[src/rtl/fmap_window_gen.sv]
// Streams one feature map from BRAM in raster order, once per filter pass, and
// builds 3x3 stride-1 windows (no padding) using two line buffers.
module fmap_window_gen #(
  parameter int M        = 8,
  parameter int W        = 8,
  parameter int H        = 8,
  parameter int NUM_PASS = 8,
  parameter int ADDR_W   = 8
) (
  input  logic              clk,
  input  logic              Rst_n,
  input  logic              start,
  output logic              busy,
  output logic              rd_en,
  output logic [ADDR_W-1:0] rd_addr,
  input  logic [M-1:0]      rd_data,
  output logic              win_valid,
  output logic [9*M-1:0]    win_data,
  output logic              fmap_finish,
  output logic [7:0]        pass_cnt,
  output logic              done
);

  localparam int CW = (W > 1) ? $clog2(W) : 1;
  localparam int RW = (H > 1) ? $clog2(H) : 1;
  localparam logic [ADDR_W-1:0] LAST_ADDR = ADDR_W'(W * H - 1);
  localparam logic [CW-1:0]     LAST_COL  = CW'(W - 1);
  localparam logic [7:0]        LAST_PASS = 8'(NUM_PASS - 1);

  typedef enum logic [1:0] {IDLE, READ, DRAIN, FIN} state_t;

  state_t state_reg, state_next;

  logic [ADDR_W-1:0] addr_reg;
  logic [CW-1:0]     col_reg;
  logic [RW-1:0]     row_reg;
  logic [7:0]        pass_reg;

  // Position tag of the pixel whose data is on rd_data this cycle.
  logic              pix_vld_reg;
  logic [CW-1:0]     pix_col_reg;
  logic [RW-1:0]     pix_row_reg;

  logic [M-1:0]      line0 [W];
  logic [M-1:0]      line1 [W];

  logic [9*M-1:0]    win_sh_reg;
  logic [9*M-1:0]    win_next;
  logic [9*M-1:0]    win_data_reg;
  logic              win_valid_reg;
  logic              win_hit;

  // FSM state register
  always_ff @(posedge clk or negedge Rst_n) begin
    if (!Rst_n) state_reg <= IDLE;
    else        state_reg <= state_next;
  end

  always_comb begin
    state_next  = state_reg;
    busy        = 1'b0;
    rd_en       = 1'b0;
    fmap_finish = 1'b0;
    done        = 1'b0;
    case (state_reg)
      IDLE: begin
        if (start) state_next = READ;
      end
      READ: begin
        busy  = 1'b1;
        rd_en = 1'b1;
        if (addr_reg == LAST_ADDR) state_next = DRAIN;
      end
      DRAIN: begin
        busy       = 1'b1;
        state_next = FIN;
      end
      FIN: begin
        busy        = 1'b1;
        fmap_finish = 1'b1;
        if (pass_reg != LAST_PASS) begin
          state_next = READ;
        end else begin
          done       = 1'b1;
          state_next = IDLE;
        end
      end
      default: state_next = IDLE;
    endcase
  end

  // Address, raster position and pass counters
  always_ff @(posedge clk or negedge Rst_n) begin
    if (!Rst_n) begin
      addr_reg <= '0;
      col_reg  <= '0;
      row_reg  <= '0;
      pass_reg <= '0;
    end else begin
      case (state_reg)
        IDLE: begin
          addr_reg <= '0;
          col_reg  <= '0;
          row_reg  <= '0;
          pass_reg <= '0;
        end
        READ: begin
          if (addr_reg != LAST_ADDR) begin
            addr_reg <= addr_reg + 1'b1;
            if (col_reg == LAST_COL) begin
              col_reg <= '0;
              row_reg <= row_reg + 1'b1;
            end else begin
              col_reg <= col_reg + 1'b1;
            end
          end
        end
        FIN: begin
          addr_reg <= '0;
          col_reg  <= '0;
          row_reg  <= '0;
          if (pass_reg != LAST_PASS) pass_reg <= pass_reg + 1'b1;
        end
        default: ;
      endcase
    end
  end

  always_ff @(posedge clk or negedge Rst_n) begin
    if (!Rst_n) begin
      pix_vld_reg <= 1'b0;
      pix_col_reg <= '0;
      pix_row_reg <= '0;
    end else begin
      pix_vld_reg <= (state_reg == READ);
      pix_col_reg <= col_reg;
      pix_row_reg <= row_reg;
    end
  end

  // Line buffers carry no reset: rows 0 and 1 overwrite them before any use.
  always_ff @(posedge clk) begin
    if (pix_vld_reg) begin
      line1[pix_col_reg] <= line0[pix_col_reg];
      line0[pix_col_reg] <= rd_data;
    end
  end

  // Next window: shift columns left, right column = rows row-2, row-1, row.
  genvar gi;
  generate
    for (gi = 0; gi < 3; gi++) begin : g_row
      assign win_next[M*(3*gi+0) +: M] = win_sh_reg[M*(3*gi+1) +: M];
      assign win_next[M*(3*gi+1) +: M] = win_sh_reg[M*(3*gi+2) +: M];
    end
  endgenerate

  assign win_next[M*2 +: M] = line1[pix_col_reg];
  assign win_next[M*5 +: M] = line0[pix_col_reg];
  assign win_next[M*8 +: M] = rd_data;

  assign win_hit = pix_vld_reg && (pix_row_reg >= RW'(2)) && (pix_col_reg >= CW'(2));

  always_ff @(posedge clk or negedge Rst_n) begin
    if (!Rst_n) begin
      win_sh_reg    <= '0;
      win_data_reg  <= '0;
      win_valid_reg <= 1'b0;
    end else begin
      win_valid_reg <= win_hit;
      if (pix_vld_reg) win_sh_reg   <= win_next;
      if (win_hit)     win_data_reg <= win_next;
    end
  end

  assign rd_addr   = addr_reg;
  assign pass_cnt  = pass_reg;
  assign win_valid = win_valid_reg;
  assign win_data  = win_data_reg;

endmodule

[config.mk]
export PLATFORM = sky130hd
export DESIGN_NAME = fmap_window_gen
export DESIGN_NICKNAME = d
export VERILOG_FILES = /design/src/rtl/fmap_window_gen.sv
export SDC_FILE = /design/constraint.sdc
export NUM_CORES = 1
export LEC_CHECK = 0
export ABC_AREA = 1
export BUFFER_PORTS_ARGS = -buffer_cell sky130_fd_sc_hd__buf_2
export CORE_MARGIN = 2
export CORE_UTILIZATION = 50
export DETAILED_ROUTE_END_ITERATION = 7
export PLACE_DENSITY = 0.78
export SLEW_MARGIN = 20
export SYNTH_ARGS = -nofsm -noshare
export SYNTH_HDL_FRONTEND = slang
export SYNTH_SLANG_ARGS = --single-unit
[constraint.sdc]
create_clock -name clk -period 2.6 [get_ports clk]
set_input_delay 0.52 -clock clk [delete_from_list [all_inputs] [get_ports clk]]
set_output_delay 0.52 -clock clk [all_outputs]
set_load 0.01 [all_outputs]
==> impl_metrics.tcl <==
set metrics [dict create \
    outcome "completed" \
    post_cts_resized 0 \
    rr_worst_depth 5 \
    grt-ovfl-total 0 \
    rows 55 \
    tightest_slew_ps 1030 \
    min_period_ps 2260 \
    synth_cell_type_count 29 \
    hold_viol_final 0 \
    rrSetupSlack_ps 570 \
    cts_setup_buffers 0 \
    clk_latency_ps 530 \
    numPortBuffers 103 \
    cts-root-buf "clkbuf_16" \
    finish.utilization_pct 59.0 \
    first_global_vias 8172 \
    holdBufCountCts 1 \
    pre_cts_ws_ps 585 \
    maxSlewHeadroom_pct 31.5 \
    vdd_ir_drop_max_mv 0.543 \
    drt_iter0_drc 767 \
    hp-start "start" \
    synth_most_common_cell "nand2_1" \
    core_area_sq_um 22600 \
    power_mw 15.0 \
    gp_congestion 0.831 \
    p_leak_nw 6.43 \
    grt_pass1_wl_mm 42.7 \
    vias_per_cell 5.28 \
    start_util_pct 50.9 \
    htree_levels 1 \
    cts_buffer_depth 3 \
    drc 0 \
    ys_seq_elements 279 \
    grtUsageMet3_pct 3.83 \
    avgRoutedWirePerCell_microns 16.8 \
    fin_cells 1569 \
    ys_seq_area_share_pct 66.1 \
    cts_buffers 28 \
    area_growth_pct 15.8 \
    regToRegEndpoint "line1[4][4]" \
    hpwlAfterDp_mm 17.1 \
    dieHeight_microns 156 \
    synth.area.top_cells "edfxtp_1 33%, dfrtp_1 33%, nand2_1 12%, inv_1 4.3%, nand3_1 4.3%" \
    setup_slack_ps 338 \
    min_path_cells 4 \
    grt_max_degree 105 \
    clk_pin_slew_ps 60 \
    synth_top_cell_by_area "edfxtp_1" \
    hold_path_class "in -> reg" \
    async_reset_ff_share_pct 54.1 \
    gr-usage-met2_pct 36.9 \
    yosys-top-cells-count "373 x nand2_1, 151 x dfrtp_1, 133 x inv_1, 128 x edfxtp_1, 99 x nand3_1" \
    syn_area_sq_um 11500 \
    crit_type "reg -> out" \
    arrival_ps 1740 \
    tritoncts "yes" \
    min_to "state_reg[0]" \
    synth_edf_count 128 \
    fin_crit_sh_pct 87.0 \
    dp.cells 1516 \
    vias 8284 \
    worstPathMaxFanout 7 \
    rsz0062_at_grt "false" \
    grt_busiest_layer "met2" \
    tns_ps 0 \
    largest_reg_flops 72 \
    end_kind "output port" \
    fmax_ghz 0.442 \
    firstDrtPassIters 7 \
    detail-route-antenna-nets 0 \
    drive_gt1_share_pct 16.3 \
    drt-total-wl_mm 26.3 \
    skew_ps 7.86 \
    antenna_found_initial 0 \
    cellPowerDensity_nw_per_um2 1120 \
    io_pins 104 \
    antennaDiodeCount 0 \
    grt_usage_pct 22.3 \
    yosysTopAreaCellShare_pct 33.3 \
    cap_violations 0 \
    fp.dieW_microns 156 \
    die_area_sq_um 24300 \
    maxSlewViolCount 0 \
    syn_avg_cell_area_sq_um 10.1 \
    crit_path_start_kind "flip-flop" \
    grt_util_met1_pct 30.6 \
    setup_viol 0 \
    synth_nets 1166 \
    synth_ff_type "dfrtp_1" \
    yosysWarnings 0 \
    crit_required_ps 2080 \
    cts.sinks 279 \
    fin_nets 1283 \
    synthCells 1145 \
    reg2reg_from "pix_col_reg[0]" \
]
[critical path, cell delays in order (launching register included)]
cell and delay (ps):
dfrtp_1 420, ha_1 320, inv_1 140, nor3_1 180
buf_2 150
[layer usage]
layer	vias to the layer above	wire length, microns
met5	-	0
met4	0	706
met3	61	2090
met2	344	12500
met1	3964	11000
li1	3915	-
[power breakdown]
group | leakage, nW | internal (mW) | switching (mW)
registers | 3.13 | 5.92 | 0.572
clock network | 0.491 | 2.59 | 1.64
logic | 2.81 | 1.29 | 2.97
total | 6.43 | 9.80 | 5.18
[layout by cell type, fill, tap and decap left out, drive strengths merged, types with 3 or more instances in the layout]
cell / synthesis / layout
clkinv: 1 / 6
edfxtp: 128 / 128
nand3b: 3 / 3
nand2: 376 / 376
nor2: 47 / 47
or2: 15 / 15
dfrtp: 151 / 151
inv: 139 / 139
nand3: 104 / 104
clkbuf: 9 / 43
ha: 10 / 10
buf: 37 / 132
o21ai: 116 / 116
nand4: 3 / 3
[stage by stage]
step           area (sq um)  hold slack [ps]
2_1_floorplan         11500              224
3_3_place_gp          12300              388
3_5_place_dp          12300              393
4_1_cts               13300              315
5_1_grt               13300              330
6_report              13300              338
[kinds of logic after synthesis]
| logic type | Yosys count | share of synthesized area (%) |
|---|---|---|
| AND/OR/NAND/NOR | 549 | 20.0 |
| flip-flops | 279 | 66.1 |
| XOR/XNOR | 4 | 0.304 |
| buffers and inverters | 186 | 7.33 |
| adder cells (fa/ha/maj) | 10 | 1.09 |
| AO/OA/AOI/OAI | 117 | 5.15 |
[cell type report]
cell class              instances  area [sq um]
inverters                     140           526
repair buffers                133           774
clock buffers                  43           905
multi-input cells             680          3060
fillers                      1843          9290
clock inverters                 9          97.6
flip-flops and latches        279          7620
well taps                     285           357
[worst max-delay path by stage]
stage	cells after the start	slack, ps	end	start
final	4	340	done	state_reg[0]
after global routing	4	240	done	state_reg[0]
after CTS	4	320	done	state_reg[0]
after detailed placement	6	580	line1[3][2]	pix_col_reg[0]
after global placement	6	640	line1[2][2]	pix_col_reg[0]
after floorplan	5	590	line0[2][0]	pix_col_reg[1]
(Power assumes the default switching activity.)
